<file path="src/rtl/electro_step_sequencer.sv">
// Step sequencer for the long-range electrostatics engine: LOAD -> SPREAD -> SOLVE -> READ -> DONE.
// Optional SPREAD/SOLVE watchdog is enabled by defining ELECTRO_WATCHDOG_EN.
module electro_step_sequencer #(
    parameter int unsigned NUM_PARTICLES  = 2048,
    parameter int unsigned ADDR_W         = 11,
    parameter int unsigned DATA_W         = 128,
    parameter int unsigned WORD_CYCLES    = 4,
    parameter int unsigned TIMEOUT_CYCLES = 65536
) (
    input  logic              clk,
    input  logic              rst,
    input  logic [1:0]        start_sig,
    input  logic [DATA_W-1:0] user_buffer_data,
    input  logic              user_data_available,
    input  logic              spread_done,
    input  logic              solve_done,
    output logic              particle_wr_en,
    output logic [ADDR_W-1:0] particle_addr,
    output logic [DATA_W-1:0] particle_wr_data,
    output logic              spread_start,
    output logic              solve_start,
    output logic              force_rd_en,
    output logic [ADDR_W-1:0] force_addr,
    output logic              busy,
    output logic              step_done,
    output logic              err
);

    localparam int unsigned       PACE_W      = $clog2(WORD_CYCLES);
    localparam logic [PACE_W-1:0] LP_PACE_MAX = PACE_W'(WORD_CYCLES - 1);
    localparam logic [ADDR_W:0]   LP_NUM      = (ADDR_W + 1)'(NUM_PARTICLES);

    typedef enum logic [2:0] {
        S_IDLE,
        S_LOAD,
        S_SPREAD,
        S_SOLVE,
        S_READ,
        S_DONE,
        S_ERR
    } state_t;

    state_t            r_state;
    logic [PACE_W-1:0] r_pace;
    logic [ADDR_W:0]   r_widx;   // one bit wider so "all words done" is distinct from any address
    logic              r_first;  // first cycle of SPREAD/SOLVE: done pulse not yet honoured

`ifdef ELECTRO_WATCHDOG_EN
    localparam int unsigned       WDOG_W = ($clog2(TIMEOUT_CYCLES) > 0) ? $clog2(TIMEOUT_CYCLES) : 1;
    localparam logic [WDOG_W-1:0] LP_TMO = WDOG_W'(TIMEOUT_CYCLES - 1);
    logic [WDOG_W-1:0] r_wdog;
`else
    assign err = 1'b0;
`endif

    logic w_stream;
    logic w_sample;
    logic w_last;

    assign w_stream = (r_state == S_LOAD) || (r_state == S_READ);
    assign w_sample = w_stream && user_data_available && (r_pace == '0);
    assign w_last   = (r_widx == LP_NUM);
    assign busy     = (r_state != S_IDLE) && (r_state != S_ERR);

    always_ff @(posedge clk or negedge rst) begin
        if (!rst) begin
            r_state          <= S_IDLE;
            r_pace           <= '0;
            r_widx           <= '0;
            r_first          <= 1'b0;
            particle_wr_en   <= 1'b0;
            particle_addr    <= '0;
            particle_wr_data <= '0;
            spread_start     <= 1'b0;
            solve_start      <= 1'b0;
            force_rd_en      <= 1'b0;
            force_addr       <= '0;
            step_done        <= 1'b0;
`ifdef ELECTRO_WATCHDOG_EN
            r_wdog           <= '0;
            err              <= 1'b0;
`endif
        end else begin
            particle_wr_en <= 1'b0;
            spread_start   <= 1'b0;
            solve_start    <= 1'b0;
            force_rd_en    <= 1'b0;
            step_done      <= 1'b0;

            // Pace counter only runs while the host stream is active; a pause restarts it at 0.
            if (w_stream && user_data_available) begin
                r_pace <= (r_pace == LP_PACE_MAX) ? '0 : r_pace + 1'b1;
            end else begin
                r_pace <= '0;
            end

            case (r_state)
                S_IDLE, S_ERR: begin
                    if (start_sig != 2'b00) begin
                        r_state       <= start_sig[0] ? S_LOAD : S_READ;
                        particle_addr <= '0;
                        force_addr    <= '0;
                        r_widx        <= '0;
`ifdef ELECTRO_WATCHDOG_EN
                        err           <= 1'b0;
`endif
                    end
                end
                S_LOAD: begin
                    if (w_last) begin
                        r_state      <= S_SPREAD;
                        spread_start <= 1'b1;
                        r_first      <= 1'b1;
                        r_widx       <= '0;
`ifdef ELECTRO_WATCHDOG_EN
                        r_wdog       <= '0;
`endif
                    end else if (w_sample) begin
                        particle_wr_en   <= 1'b1;
                        particle_addr    <= r_widx[ADDR_W-1:0];
                        particle_wr_data <= user_buffer_data;
                        r_widx           <= r_widx + 1'b1;
                    end
                end
                S_SPREAD: begin
                    r_first <= 1'b0;
                    if (!r_first && spread_done) begin
                        r_state     <= S_SOLVE;
                        solve_start <= 1'b1;
                        r_first     <= 1'b1;
`ifdef ELECTRO_WATCHDOG_EN
                        r_wdog      <= '0;
                    end else if (r_wdog == LP_TMO) begin
                        r_state <= S_ERR;
                        err     <= 1'b1;
                    end else begin
                        r_wdog <= r_wdog + 1'b1;
`endif
                    end
                end
                S_SOLVE: begin
                    r_first <= 1'b0;
                    if (!r_first && solve_done) begin
                        r_state <= S_READ;
`ifdef ELECTRO_WATCHDOG_EN
                    end else if (r_wdog == LP_TMO) begin
                        r_state <= S_ERR;
                        err     <= 1'b1;
                    end else begin
                        r_wdog <= r_wdog + 1'b1;
`endif
                    end
                end
                S_READ: begin
                    if (w_last) begin
                        r_state   <= S_DONE;
                        step_done <= 1'b1;
                    end else if (w_sample) begin
                        force_rd_en <= 1'b1;
                        force_addr  <= r_widx[ADDR_W-1:0];
                        r_widx      <= r_widx + 1'b1;
                    end
                end
                S_DONE: begin
                    r_state <= S_IDLE;
                end
                default: begin
                    r_state <= S_IDLE;
                end
            endcase
        end
    end

endmodule

</file>
<file path="config.mk">
export PLATFORM = sky130hd
export DESIGN_NAME = electro_step_sequencer
export DESIGN_NICKNAME = d
export VERILOG_FILES = /design/src/rtl/electro_step_sequencer.sv
export SDC_FILE = /design/constraint.sdc
export NUM_CORES = 1
export LEC_CHECK = 0
export BUFFER_PORTS_ARGS = -buffer_cell sky130_fd_sc_hd__buf_4
export CORE_AREA = 2 2 125 127
export DETAILED_ROUTE_END_ITERATION = 6
export DIE_AREA = 0 0 127 129
export GPL_TIMING_DRIVEN = 0
export PLACE_DENSITY = 0.78
export SYNTH_ARGS = -nofsm -noshare
export SYNTH_HDL_FRONTEND = slang
export SYNTH_SLANG_ARGS = --single-unit
</file>
<file path="constraint.sdc">
create_clock -name clk -period 3 [get_ports clk]
set_input_delay 0 -clock clk [delete_from_list [all_inputs] [get_ports clk]]
set_output_delay 0 -clock clk [all_outputs]
set_load 0.02 [all_outputs]
</file>
==> results.yml <==
pwr:
  cellLeakagePower_nw: 6.16
  powerDensity_mw_per_mm2: 452
  ir_drop_v: 0.000459
floorplan:
  fp-row-count: 45
  core_mm2: 0.0150
  die_y_um: 129
  io_pins: 292
  initial_utilization_pct: 49.4
  dieArea_mm2: 0.0164
  fp.dieW_um: 127
global_route:
  grt_pass1_vias: 6426
  grt.total_usage_pct: 29.2
  grt_antenna_before_repair: 1
  grt_first_pass_wirelength_um: 36300
  grt_max_degree: 97
  grt_overflow_total: 0
clocking:
  cts_tree: "done"
  htreeDepth: 4
  clk_latency_ns: 0.42
  cts.path.max_buffers: 2
  clock_sink_count: 173
  postCtsSetupRepairBufs: 0
  holdBufCountCts: 132
  cts_resized: 0
  clock-root-buffer: "clkbuf_16"
  cts_buffers: 17
  clkSlewWorstSetupHoldPaths_ns: 0.06
critical_path:
  cp_common_cell: "buf_12"
  crit_chain: "inv_1, ha_1, nor4b_2, nand3_2, and3_1, buf_4, buf_12, buf_12, mux2_4"
  worstSetupPathType: "reg2reg"
  worst_setup_path_end_kind: "register"
  cp_top_family: "simple AND/OR/NAND/NOR gates"
  critPathSlowestCell: "dfrtp_1"
  cp.required_ns: 3.29
  worstPathArrival_ns: 2.69
  slowest_delay_ns: 0.47
  cp_num_buf_inv: 4
  cp_max_fo: 10
  cp-start-kind: "register"
route:
  wl_per_cell_um: 21.2
  final_antenna_net_count: 0
  vias_per_cell: 5.25
  wl_um: 23700
  drc: 0
  via_count: 5863
  drtIter0Drc: 334
  dr.pass1.iters: 5
timing:
  setup-tns-final_ns: 0
  setup_ws_ns: 0.604
  fmax_mhz: 417
  hold_viol: 0
  period_minus_slack_ns: 2.40
  drv_slew: 0
  slew_headroom_pct: 60.0
  rsz0062_at_grt: "no"
  clock_skew_ns: 0.00837
  fin_crit_sh_pct: 79.9
  setup_viol: 0
  tightest_slew_ns: 0.600
yosys:
  yosysSeqAreaShare_pct: 58.5
  synth_edf_count: 0
  syn_area_per_cell_um2: 15.5
  syn_area_mm2: 0.00739
  syn_nets: 616
  ys_ff_latch: 173
  yosysWarnings: 0
  ys.flop_type: "dfrtp_1"
  ys_types: 44
  synth-async-reset-ratio_pct: 100
  netlist_instances: 477
worst_hold_path:
  hold_class: "in2reg"
placed_design:
  gp_congestion: 0.894
  io_buffers: 290
  dp_slack_ns: 0.644
  post-dp-hpwl_um: 14200
final_layout:
  final_nets: 1058
  area_growth_pct: 58.4
  drive_above_1_share_pct: 51.2
outcome:
  status: "completed"
run:
  cap_violations: 0
[kinds of logic (layout without fill, tap and decap cells)]
group / Yosys count / count (layout) / synth area share (%)
flip-flops: 173 / 173 / 58.5
multiplexers: 131 / 131 / 24.4
AND/OR/NAND/NOR: 78 / 78 / 6.21
AO/OA/AOI/OAI: 41 / 41 / 4.13
buffers and inverters: 39 / 490 / 4.67
XOR/XNOR: 10 / 10 / 1.29
adder cells (fa/ha/maj): 4 / 4 / 0.677
other: 1 / 2 / 0.0507
[cell usage after synthesis, types with 7 or more instances]
cell,instances,area (um2)
and4_1,12,105
nand2_1,12,45.0
inv_1,9,33.8
a21o_1,12,90.1
nor2_1,18,67.6
clkbuf_1,7,26.3
mux2_4,89,1340
a22o_1,11,96.3
buf_12,10,200
dfrtp_1,173,4330
mux2_2,40,450
nor3_1,10,50.1
[per-stage QoR]
stage                     utilization [%]  power, mW  instance area, um2  std cells  hold WS [ns]
after floorplan                         -       2.75                7390        477        -0.296
after global placement               65.5       3.04                9810        955         0.232
after detailed placement             65.7       3.06                9840        956        0.0165
after CTS                            78.2       5.29               11700       1116        0.0874
after global routing                 78.2       5.49               11700       1117         0.113
final                                78.2       5.29               11700       1117         0.105
[state kept, by name, indices dropped and copies added (netlist names)]
| register | cells |
|---|---|
| force_rd_en | 1 |
| step_done | 1 |
| spread_start | 1 |
| solve_start | 1 |
| r_widx | 12 |
| particle_wr_data | 128 |
| r_pace | 2 |
| particle_wr_en | 1 |
| force_addr | 11 |
| particle_addr | 11 |
| r_first | 1 |
| r_state | 3 |
[cell usage in the layout (no fill, tap or decap), types with 6 or more instances in the layout]
| cell | synthesis | final |
|---|---|---|
| inv_1 | 9 | 9 |
| buf_12 | 10 | 10 |
| a21o_1 | 12 | 12 |
| clkbuf_16 | 0 | 17 |
| mux2_4 | 89 | 89 |
| and4_1 | 12 | 12 |
| nand2_1 | 12 | 12 |
| dlygate4sd3_1 | 0 | 132 |
| mux2_2 | 40 | 40 |
| nor3_1 | 10 | 10 |
| buf_4 | 6 | 295 |
| dfrtp_1 | 173 | 173 |
| clkbuf_1 | 7 | 10 |
| a22o_1 | 11 | 11 |
| nand4_1 | 6 | 6 |
| o21ai_0 | 6 | 6 |
| nor2_1 | 18 | 18 |
[tightest hold or removal path: stages]
cell and delay (ns):
buf_4 0.07, or2_2 0.15, a21oi_2 0.08, a21o_1 0.17
[path summary, 6_finish.rpt]
check                                                   from                          endpoint  slack [ns]  depth (start not counted)
worst min register to register  particle_addr[6]$_DFFE_PN0P_      particle_addr[6]$_DFFE_PN0P_        0.48                          1
worst max-delay path                   r_widx[1]$_DFFE_PN0P_  particle_wr_data[40]$_DFFE_PN0P_        0.60                          9
worst min-delay path                            start_sig[1]     particle_addr[10]$_DFFE_PN0P_        0.11                          4
max in group asynchronous                                rst  particle_wr_data[83]$_DFFE_PN0P_        1.98                          3
worst max register to register         r_widx[1]$_DFFE_PN0P_  particle_wr_data[40]$_DFFE_PN0P_        0.60                          9
min in group asynchronous                                rst  particle_wr_data[87]$_DFFE_PN0P_        0.14                          2
[power by group]
group	internal, mW	switching, mW
clock	1.23	0.879
combinational	0.382	0.312
sequential	2.41	0.0760
[routing by layer]
layer | vias up | routed length, um | GRT usage, %
li1 | 2574 | - | -
met1 | 2948 | 8670 | 32.8
met2 | 277 | 12500 | 53.0
met3 | 64 | 1700 | 8.44
met4 | 0 | 787 | 11.0
met5 | - | 0 | 0
[final cells by class]
type                    count  area [um2]
plain buffers              30         312
flip-flops and latches    173        4330
repair buffers            423        3530
clock inverters             7        93.8
fillers                   838        3270
inverters                   9        33.8
clock buffers              21         450
diodes                      1        2.50
well taps                 188         235
multi-input cells         265        2720
No activity file was read; power rests on OpenSTA's default activity.
